### src/rtl/mem_arbiter_if.sv
// Bus bundle between mem_arbiter (master side) and the cache pair plus memory model (slave side).
interface mem_arbiter_if #(
    parameter int WORDS = 8
);
    localparam int WW = $clog2(WORDS);

    logic          ic_fill_req;
    logic [15:0]   ic_fill_addr;
    logic          dc_fill_req;
    logic [15:0]   dc_fill_addr;
    logic          dc_wr_req;
    logic [15:0]   dc_wr_addr;
    logic [15:0]   dc_wr_data;
    logic          mem_enable;
    logic          mem_wr;
    logic [15:0]   mem_addr;
    logic [15:0]   mem_data_in;
    logic [15:0]   mem_data_out;
    logic          mem_data_valid;
    logic [15:0]   fill_data;
    logic [WW-1:0] fill_word;
    logic          ic_fill_we;
    logic          dc_fill_we;
    logic          ic_fill_done;
    logic          dc_fill_done;
    logic          dc_wr_done;
    logic          busy;

    modport master (
        input  ic_fill_req, ic_fill_addr, dc_fill_req, dc_fill_addr,
        input  dc_wr_req, dc_wr_addr, dc_wr_data, mem_data_out, mem_data_valid,
        output mem_enable, mem_wr, mem_addr, mem_data_in, fill_data, fill_word,
        output ic_fill_we, dc_fill_we, ic_fill_done, dc_fill_done, dc_wr_done, busy
    );

    modport slave (
        output ic_fill_req, ic_fill_addr, dc_fill_req, dc_fill_addr,
        output dc_wr_req, dc_wr_addr, dc_wr_data, mem_data_out, mem_data_valid,
        input  mem_enable, mem_wr, mem_addr, mem_data_in, fill_data, fill_word,
        input  ic_fill_we, dc_fill_we, ic_fill_done, dc_fill_done, dc_wr_done, busy
    );
endinterface

### src/rtl/mem_arbiter.sv
// Shares the pipelined memory port between D-cache stores, D-cache fills and I-cache fills.
// Define MEM_ARB_RR_EN for I/D round-robin; otherwise fixed priority D store > D fill > I fill.
module mem_arbiter #(
    parameter int WORDS = 8
) (
    input logic           clk,
    input logic           rst,
    mem_arbiter_if.master bus
);
    localparam int WW = $clog2(WORDS);
    localparam int CW = WW + 1;
    localparam int BW = 15 - WW;
    localparam logic [CW-1:0] LAST = CW'(WORDS - 1);
    localparam logic [CW-1:0] FULL = CW'(WORDS);

    typedef enum logic [1:0] {IDLE, DWR, DFILL, IFILL} state_t;

    state_t        state_q, state_d;
    logic [CW-1:0] issue_q, issue_d;
    logic [CW-1:0] ret_q, ret_d;
    logic [BW-1:0] blk_q, blk_d;
    logic          d_first;

`ifdef MEM_ARB_RR_EN
    logic last_d_q, last_d_d;

    always_ff @(posedge clk or posedge rst) begin
        if (rst) begin
            last_d_q <= 1'b0;
        end else begin
            last_d_q <= last_d_d;
        end
    end

    // The D side yields only when it was served last and the I side is waiting.
    always_comb begin
        last_d_d = last_d_q;
        if (bus.dc_wr_done || bus.dc_fill_done) begin
            last_d_d = 1'b1;
        end else if (bus.ic_fill_done) begin
            last_d_d = 1'b0;
        end
        d_first = !last_d_q || !bus.ic_fill_req;
    end
`else
    assign d_first = 1'b1;
`endif

    always_ff @(posedge clk or posedge rst) begin
        if (rst) begin
            state_q <= IDLE;
            issue_q <= '0;
            ret_q   <= '0;
            blk_q   <= '0;
        end else begin
            state_q <= state_d;
            issue_q <= issue_d;
            ret_q   <= ret_d;
            blk_q   <= blk_d;
        end
    end

    always_comb begin
        state_d          = state_q;
        issue_d          = issue_q;
        ret_d            = ret_q;
        blk_d            = blk_q;
        bus.mem_enable   = 1'b0;
        bus.mem_wr       = 1'b0;
        bus.mem_addr     = '0;
        bus.mem_data_in  = '0;
        bus.fill_data    = bus.mem_data_out;
        bus.fill_word    = ret_q[WW-1:0];
        bus.ic_fill_we   = 1'b0;
        bus.dc_fill_we   = 1'b0;
        bus.ic_fill_done = 1'b0;
        bus.dc_fill_done = 1'b0;
        bus.dc_wr_done   = 1'b0;
        bus.busy         = (state_q != IDLE);

        case (state_q)
            IDLE: begin
                issue_d = '0;
                ret_d   = '0;
                if (d_first && bus.dc_wr_req) begin
                    state_d = DWR;
                end else if (d_first && bus.dc_fill_req) begin
                    state_d = DFILL;
                    blk_d   = bus.dc_fill_addr[15:WW+1];
                end else if (bus.ic_fill_req) begin
                    state_d = IFILL;
                    blk_d   = bus.ic_fill_addr[15:WW+1];
                end
            end

            // Single store: issue once, then wait for the write acknowledge.
            DWR: begin
                if (issue_q == '0) begin
                    bus.mem_enable  = 1'b1;
                    bus.mem_wr      = 1'b1;
                    bus.mem_addr    = bus.dc_wr_addr;
                    bus.mem_data_in = bus.dc_wr_data;
                    issue_d         = CW'(1);
                end
                if (bus.mem_data_valid) begin
                    bus.dc_wr_done = 1'b1;
                    state_d        = IDLE;
                end
            end

            // Issue and return counters stop at WORDS, so a burst never wraps.
            DFILL, IFILL: begin
                if (issue_q != FULL) begin
                    bus.mem_enable = 1'b1;
                    bus.mem_addr   = {blk_q, issue_q[WW-1:0], 1'b0};
                    issue_d        = issue_q + 1'b1;
                end
                if (bus.mem_data_valid) begin
                    if (state_q == DFILL) begin
                        bus.dc_fill_we = 1'b1;
                    end else begin
                        bus.ic_fill_we = 1'b1;
                    end
                    ret_d = ret_q + 1'b1;
                    if (ret_q == LAST) begin
                        if (state_q == DFILL) begin
                            bus.dc_fill_done = 1'b1;
                        end else begin
                            bus.ic_fill_done = 1'b1;
                        end
                        state_d = IDLE;
                    end
                end
            end

            default: state_d = IDLE;
        endcase
    end
endmodule

### src/flat_wrapper.sv
// flat-port wrapper written by rule: the top's interface ports become plain ports
module mem_arbiter_flat 
#(
    parameter int WORDS = 8
)
  (clk, rst, bus_ic_fill_req, bus_ic_fill_addr, bus_dc_fill_req, bus_dc_fill_addr, bus_dc_wr_req, bus_dc_wr_addr, bus_dc_wr_data, bus_mem_data_out, bus_mem_data_valid, bus_mem_enable, bus_mem_wr, bus_mem_addr, bus_mem_data_in, bus_fill_data, bus_fill_word, bus_ic_fill_we, bus_dc_fill_we, bus_ic_fill_done, bus_dc_fill_done, bus_dc_wr_done, bus_busy);
  mem_arbiter_if #(.WORDS(WORDS)) bus_i ();
  input logic clk;
  input logic rst;
  input wire logic [$bits(bus_i.ic_fill_req)-1:0] bus_ic_fill_req;
  input wire logic [$bits(bus_i.ic_fill_addr)-1:0] bus_ic_fill_addr;
  input wire logic [$bits(bus_i.dc_fill_req)-1:0] bus_dc_fill_req;
  input wire logic [$bits(bus_i.dc_fill_addr)-1:0] bus_dc_fill_addr;
  input wire logic [$bits(bus_i.dc_wr_req)-1:0] bus_dc_wr_req;
  input wire logic [$bits(bus_i.dc_wr_addr)-1:0] bus_dc_wr_addr;
  input wire logic [$bits(bus_i.dc_wr_data)-1:0] bus_dc_wr_data;
  input wire logic [$bits(bus_i.mem_data_out)-1:0] bus_mem_data_out;
  input wire logic [$bits(bus_i.mem_data_valid)-1:0] bus_mem_data_valid;
  output wire logic [$bits(bus_i.mem_enable)-1:0] bus_mem_enable;
  output wire logic [$bits(bus_i.mem_wr)-1:0] bus_mem_wr;
  output wire logic [$bits(bus_i.mem_addr)-1:0] bus_mem_addr;
  output wire logic [$bits(bus_i.mem_data_in)-1:0] bus_mem_data_in;
  output wire logic [$bits(bus_i.fill_data)-1:0] bus_fill_data;
  output wire logic [$bits(bus_i.fill_word)-1:0] bus_fill_word;
  output wire logic [$bits(bus_i.ic_fill_we)-1:0] bus_ic_fill_we;
  output wire logic [$bits(bus_i.dc_fill_we)-1:0] bus_dc_fill_we;
  output wire logic [$bits(bus_i.ic_fill_done)-1:0] bus_ic_fill_done;
  output wire logic [$bits(bus_i.dc_fill_done)-1:0] bus_dc_fill_done;
  output wire logic [$bits(bus_i.dc_wr_done)-1:0] bus_dc_wr_done;
  output wire logic [$bits(bus_i.busy)-1:0] bus_busy;
  assign bus_i.ic_fill_req = bus_ic_fill_req;
  assign bus_i.ic_fill_addr = bus_ic_fill_addr;
  assign bus_i.dc_fill_req = bus_dc_fill_req;
  assign bus_i.dc_fill_addr = bus_dc_fill_addr;
  assign bus_i.dc_wr_req = bus_dc_wr_req;
  assign bus_i.dc_wr_addr = bus_dc_wr_addr;
  assign bus_i.dc_wr_data = bus_dc_wr_data;
  assign bus_i.mem_data_out = bus_mem_data_out;
  assign bus_i.mem_data_valid = bus_mem_data_valid;
  assign bus_mem_enable = bus_i.mem_enable;
  assign bus_mem_wr = bus_i.mem_wr;
  assign bus_mem_addr = bus_i.mem_addr;
  assign bus_mem_data_in = bus_i.mem_data_in;
  assign bus_fill_data = bus_i.fill_data;
  assign bus_fill_word = bus_i.fill_word;
  assign bus_ic_fill_we = bus_i.ic_fill_we;
  assign bus_dc_fill_we = bus_i.dc_fill_we;
  assign bus_ic_fill_done = bus_i.ic_fill_done;
  assign bus_dc_fill_done = bus_i.dc_fill_done;
  assign bus_dc_wr_done = bus_i.dc_wr_done;
  assign bus_busy = bus_i.busy;
  mem_arbiter #(.WORDS(WORDS)) u_core (.clk(clk), .rst(rst), .bus(bus_i));
endmodule
### config.mk
export PLATFORM = sky130hd
export DESIGN_NAME = mem_arbiter_flat
export DESIGN_NICKNAME = d
export VERILOG_FILES = /design/src/rtl/mem_arbiter_if.sv /design/src/rtl/mem_arbiter.sv /design/src/flat_wrapper.sv
export SDC_FILE = /design/constraint.sdc
export NUM_CORES = 1
export LEC_CHECK = 0
export CAP_MARGIN = 20
export CELL_PAD_IN_SITES_DETAIL_PLACEMENT = 0
export CELL_PAD_IN_SITES_GLOBAL_PLACEMENT = 2
export CORE_MARGIN = 3
export CORE_UTILIZATION = 18
export DETAILED_ROUTE_END_ITERATION = 8
export HOLD_SLACK_MARGIN = 0.06
export PLACE_DENSITY = 0.81
export SYNTH_ARGS = -nofsm -noshare
export SYNTH_HDL_FRONTEND = slang
export SYNTH_SLANG_ARGS = --single-unit
### constraint.sdc
create_clock -name clk -period 3.4 [get_ports clk]
set_input_delay 0.68 -clock clk [delete_from_list [all_inputs] [get_ports clk]]
set_output_delay 0.68 -clock clk [all_outputs]
set_load 0.05 [all_outputs]
# Word level (Yosys, flattened, before mapping)
# Cells that the tools add are included.
# classes
add_sub_neg	2
n_eq_ne	11
muxes	37
bitwise	1
n_reduce_logical	10
# op_table
cell	n
two-way mux 16 bit	4
case mux 16 bit (2 select lines)	1
two-way mux 12 bit	2
two-way mux 1 bit	17
two-way mux 2 bit	6
two-way mux 4 bit	3
case mux 4 bit (3 select lines)	1
adder 4 x 1 -> 4 bit (second input constant)	2
inequality test 4 bit (second input constant)	2
case mux 4 bit (2 select lines)	1
inequality test 2 x 1 -> 1 bit (second input constant)	3
case mux 2 bit (3 select lines)	1
nonzero test 2 bit	3
equality test 2 bit (second input constant)	2
equality test 4 x 3 -> 1 bit (second input constant)	1
zero test 4 bit	1
inequality test 2 bit (second input constant)	2
AND reduction 2 bit	2
AND reduction 4 bit	1
AND reduction 3 bit	1
equality test 2 x 1 -> 1 bit (second input constant)	1
zero test 2 bit	1
case mux 1 bit (2 select lines)	1
OR reduction 2 bit	1
NOT 1 bit	1
# totals
register_bits	22
inputBits	86
out_inout_bits	59
wordCells	65

# Longest topological paths before layout
# logic_depth
depth_word	5
mapped_depth	7
mapped_depth_nobuf	5

# Worst setup path before layout
# Ideal clock, no wire load.
# synth_timing
path_type	in2out
startpoint	input port bus_mem_data_valid
endpoint	output port bus_dc_fill_done
arrival_ns	2.076
required_time_ns	2.720
slack_ns	0.644
cell_stages	3
path_buffers	1
cell_sequence	clkbuf_1 > nand2_1 > nor3_1
# synth_between
elab_chain_len	2
# synth_rtl
item	line_no	text
from (decl)	flat_wrapper.sv:18	input wire logic [$bits(bus_i.mem_data_valid)-1:0] bus_mem_data_valid;
two-way mux 1 bit	mem_arbiter.sv:118	if (bus.mem_data_valid) begin
two-way mux 1 bit	mem_arbiter.sv:81	case (state_q)
to (decl)	flat_wrapper.sv:28	output wire logic [$bits(bus_i.dc_fill_done)-1:0] bus_dc_fill_done;
# Every way passes these cells.

# Worst setup path in the final report
# layout_timing
startpoint	register u_core.issue_q[1]
endpoint	output port bus_mem_data_in[7]
# layout_between
elab_chain_len	3
# layout_rtl
item	line_no	text
from (decl)	mem_arbiter.sv:19	logic [CW-1:0] issue_q, issue_d;
from (signal assigned)	mem_arbiter.sv:57	issue_q <= issue_d;
zero test 4 bit	mem_arbiter.sv:98	if (issue_q == '0) begin
two-way mux 16 bit	mem_arbiter.sv:98	
two-way mux 16 bit	mem_arbiter.sv:81	
to (decl)	flat_wrapper.sv:22	output wire logic [$bits(bus_i.mem_data_in)-1:0] bus_mem_data_in;
# Every way passes these cells.

==> summary.md <==
| Metric | Value |
|---|---|
| CTS tree | `yes` |
| Crit Path Category | `reg -> out` |
| Num ports | `about 150` |
| DRT iter0 DRCs | `between 40 and 50` |
| Tmin final | `~2.9 ns` |
| Initial Util | `0.1858` |
| Final period utilization | `0.8396` |
| Mapped Area | `~0.0017 mm^2` |
| Slew headroom | `0.3878` |
| RSZ-0062 raised after global routing | `false` |
| Clock buffer depth | `2` |
| Drt pass-1 iters | `4` |
| Compound-Gate Fraction of Synth Area | `0.1545` |
| Clock H-tree levels | `1` |
| Die Footprint | `around 0.011 mm^2` |
| Ys Warns | `0` |
| Core Rows | `35` |
| Synth cell types | `43` |
| Vias | `around 1500` |
| Synth area leader | `dfrtp_1` |
| Drc violations | `0` |
| Die Span X | `103.9 um` |
| Routed Antenna Nets | `0` |
| Post-Synth Simple-Gate Area | `0.1856` |
| First-pass GRT wire length | `about 8400 um` |
| Max-Cap Viols | `0` |
| Worst vdd ir | `341.5 uV` |
| Max Freq | `approximately 0.35 GHz` |
| TritonCTS Buffers | `3` |
| Area Overhead vs Synth | `81.58%` |
| Hold WC Path Type | `reg -> reg` |
| Post-synth EDFFs | `0` |
| Post-synthesis mux area share | `0.1632` |
| Post-synthesis adder-cell area fraction | `0.02175` |
| CP max FO | `31` |
| Sequential area share after synthesis | `0.3191` |
| WP data arrival | `around 2.2 ns` |
| Status | `completed` |
| Sink Count | `22` |
| Setup bufs post-CTS | `0` |
| Hold bufs inserted after CTS | `0` |
| Diodes inserted | `0` |
| Fin. Hold Viols | `0` |
| Overall Power | `2.751 mW` |
| Total GRT Usage | `0.09591` |
| Initial antenna violation count | `0` |
| Port Buf Inserts | `about 100` |
| Worst-skew pair later-pin latency | `about 0.27 ns` |
| Startpoint types | `register` |
| Nets | `340` |
| Number of global-route vias before repair | `1557` |
| Top FF cell, synth | `dfrtp_1` |
| Largest cells by area after synthesis | `dfrtp_1 32%, mux2_2 16%, buf_4 8.3%` |
| Largest family of logic cells by synthesized area | `simple AND/OR/NAND/NOR gates` |
| CP Capture Type | `output pin` |
| GR Overflow Total | `0` |
| Post-Synthesis Cells | `approximately 170` |
| Post_cts resized | `0` |
| Final-report max-slew violation count | `0` |
| Root buffer cell | `clkbuf_8` |
| Height of the chip | `slightly above 100 um` |
| Vias per inst | `4.053` |
| Leakage dissipation | `1.311 nW` |
| Mapped Avg Cell Area | `10.27 um^2` |
| Post-synth ARST share | `1.000` |
| WL/cell | `14.25 um` |
| DP HPWL | `4278 um` |
| Post-Route Utilization | `0.3375` |
| Critical Path RT | `2.72 ns` |
| Setup TNS Final | `0 ns` |
| Area share of the largest cell type after synthesis | `0.3191` |
| Clock transition at path regs | `0.10 ns` |
| Power Density | `878.2 mW/mm^2` |
| Core footprint | `roughly 0.0093 mm^2` |
| Gpl congestion | `between 0.7 and 0.8` |
| Syn nets | `around 260` |
| #FFs+latches synth | `22` |
| FILL cells | `about 950` |
| Number of setup violations in the final report | `0` |
| Xor-xnor portion of the synthesized cell area | `0.01015` |
| Dpl cells | `375` |
| Largest net degree at the start of global routing | `32` |
| Layout Cells excl Fill | `about 380` |
| Clock skew | `about 0.013 ns` |
| Total wire length | `5399 um` |
| Share of layout cells above drive strength 1 | `0.3720` |
| Worst-Margin Slew | `just over 0.9 ns` |
cells in the final DEF, fill, tap and decap left out, drive strengths merged:
master          n
a211oi          1
a21o            1
a21oi           3
a221o           1
a22o           18
a31oi           2
a41oi           1
and2           19
and2b           1
and3            2
and4            1
buf            42
bufinv          1
clkbuf          3
clkdlybuf4s50  65
dfrtp          22
ha              3
inv             6
mux2           25
nand2           5
nand2b          4
nand3           1
nand3b          2
nor2            5
nor2b           2
nor3            4
o21ai           3
o21bai          1
o2bb2ai         1
or2             1
or2b            2
xnor2           1
xor2            1
logic make-up after synthesis:
group,Yosys count
and+or+nand+nor,49
buffers and inverters,35
AOI/OAI and AO/OA,32
muxes,25
DFF,22
adders and majority gates,3
xor gates and xnor gates,2
final timing paths:
path                                   start            endpoint  slack (ns)  depth (start not counted)
max                        u_core.issue_q[1]  bus_mem_data_in[7]        0.55                          7
min                          u_core.ret_q[3]     u_core.ret_q[3]        0.50                          1
max reg2reg                u_core.state_q[1]     u_core.blk_q[1]        1.54                          4
min reg2reg                  u_core.ret_q[3]     u_core.ret_q[3]        0.50                          1
max in group asynchronous                rst   u_core.issue_q[0]        1.92                          2
min in group asynchronous                rst     u_core.blk_q[4]        0.91                          2
Yosys cell counts, drive strengths merged (2+ instances only):
cell type  instances
nor2               5
ha                 3
and3               2
a31oi              2
buf               28
a22o              18
or2b               2
mux2              25
nand2              5
nor2b              2
nand2b             4
inv                6
nor3               4
a21oi              3
and2              19
nand3b             2
o21ai              3
dfrtp             22
per-layer routing:
metal / share of wire / vias to the layer above / track usage
li1: - / 736 / -
met1: 0.44 / 721 / 0.1260
met2: 0.47 / 75 / 0.1578
met3: 0.084 / 4 / 0.02917
met4: 0.0048 / 0 / 0.01614
met5: 0 / - / 0
critical path: stages, from the launching register on:
cell and delay [ns]:
dfrtp_1 0.47, inv_1 0.09, ha_1 0.21, or2b_1 0.30, nor3_4 0.26, buf_12 0.22
and2_1 0.21, buf_12 0.15
sequential cells by signal, indices dropped and copies added (netlist names):
signal	flops
u_core.issue_q	4
u_core.ret_q	4
u_core.blk_q	12
u_core.state_q	2
layout make-up:
type                    count  area, um^2  share of cell area
repair buffers            107        1404              0.4481
well taps                 129       161.4             0.05152
clock buffers               3       41.29             0.01318
flip-flops and latches     22       550.5              0.1757
multi-input cells         111       923.4              0.2947
inverters                   6       22.52            0.007189
clock inverters             1       30.03            0.009585
power breakdown:
group          switching (mW)  leakage, nW  internal [mW]
registers               0.130        0.268          0.387
logic                    1.02         1.01          0.958
clock network          0.0982       0.0357          0.157
stage by stage:
step                hold WS (ns)  cell area, um^2  setup WS (ns)
finish                    0.4970             3133         0.5453
global route              0.5156             3133         0.4315
CTS                       0.5007             3133         0.5106
detailed placement        0.4771             3062         0.8081
global placement          0.4664             3062         0.8194
floorplan                 0.4413             1725         0.6438
Power figures use the tool's default switching activity.
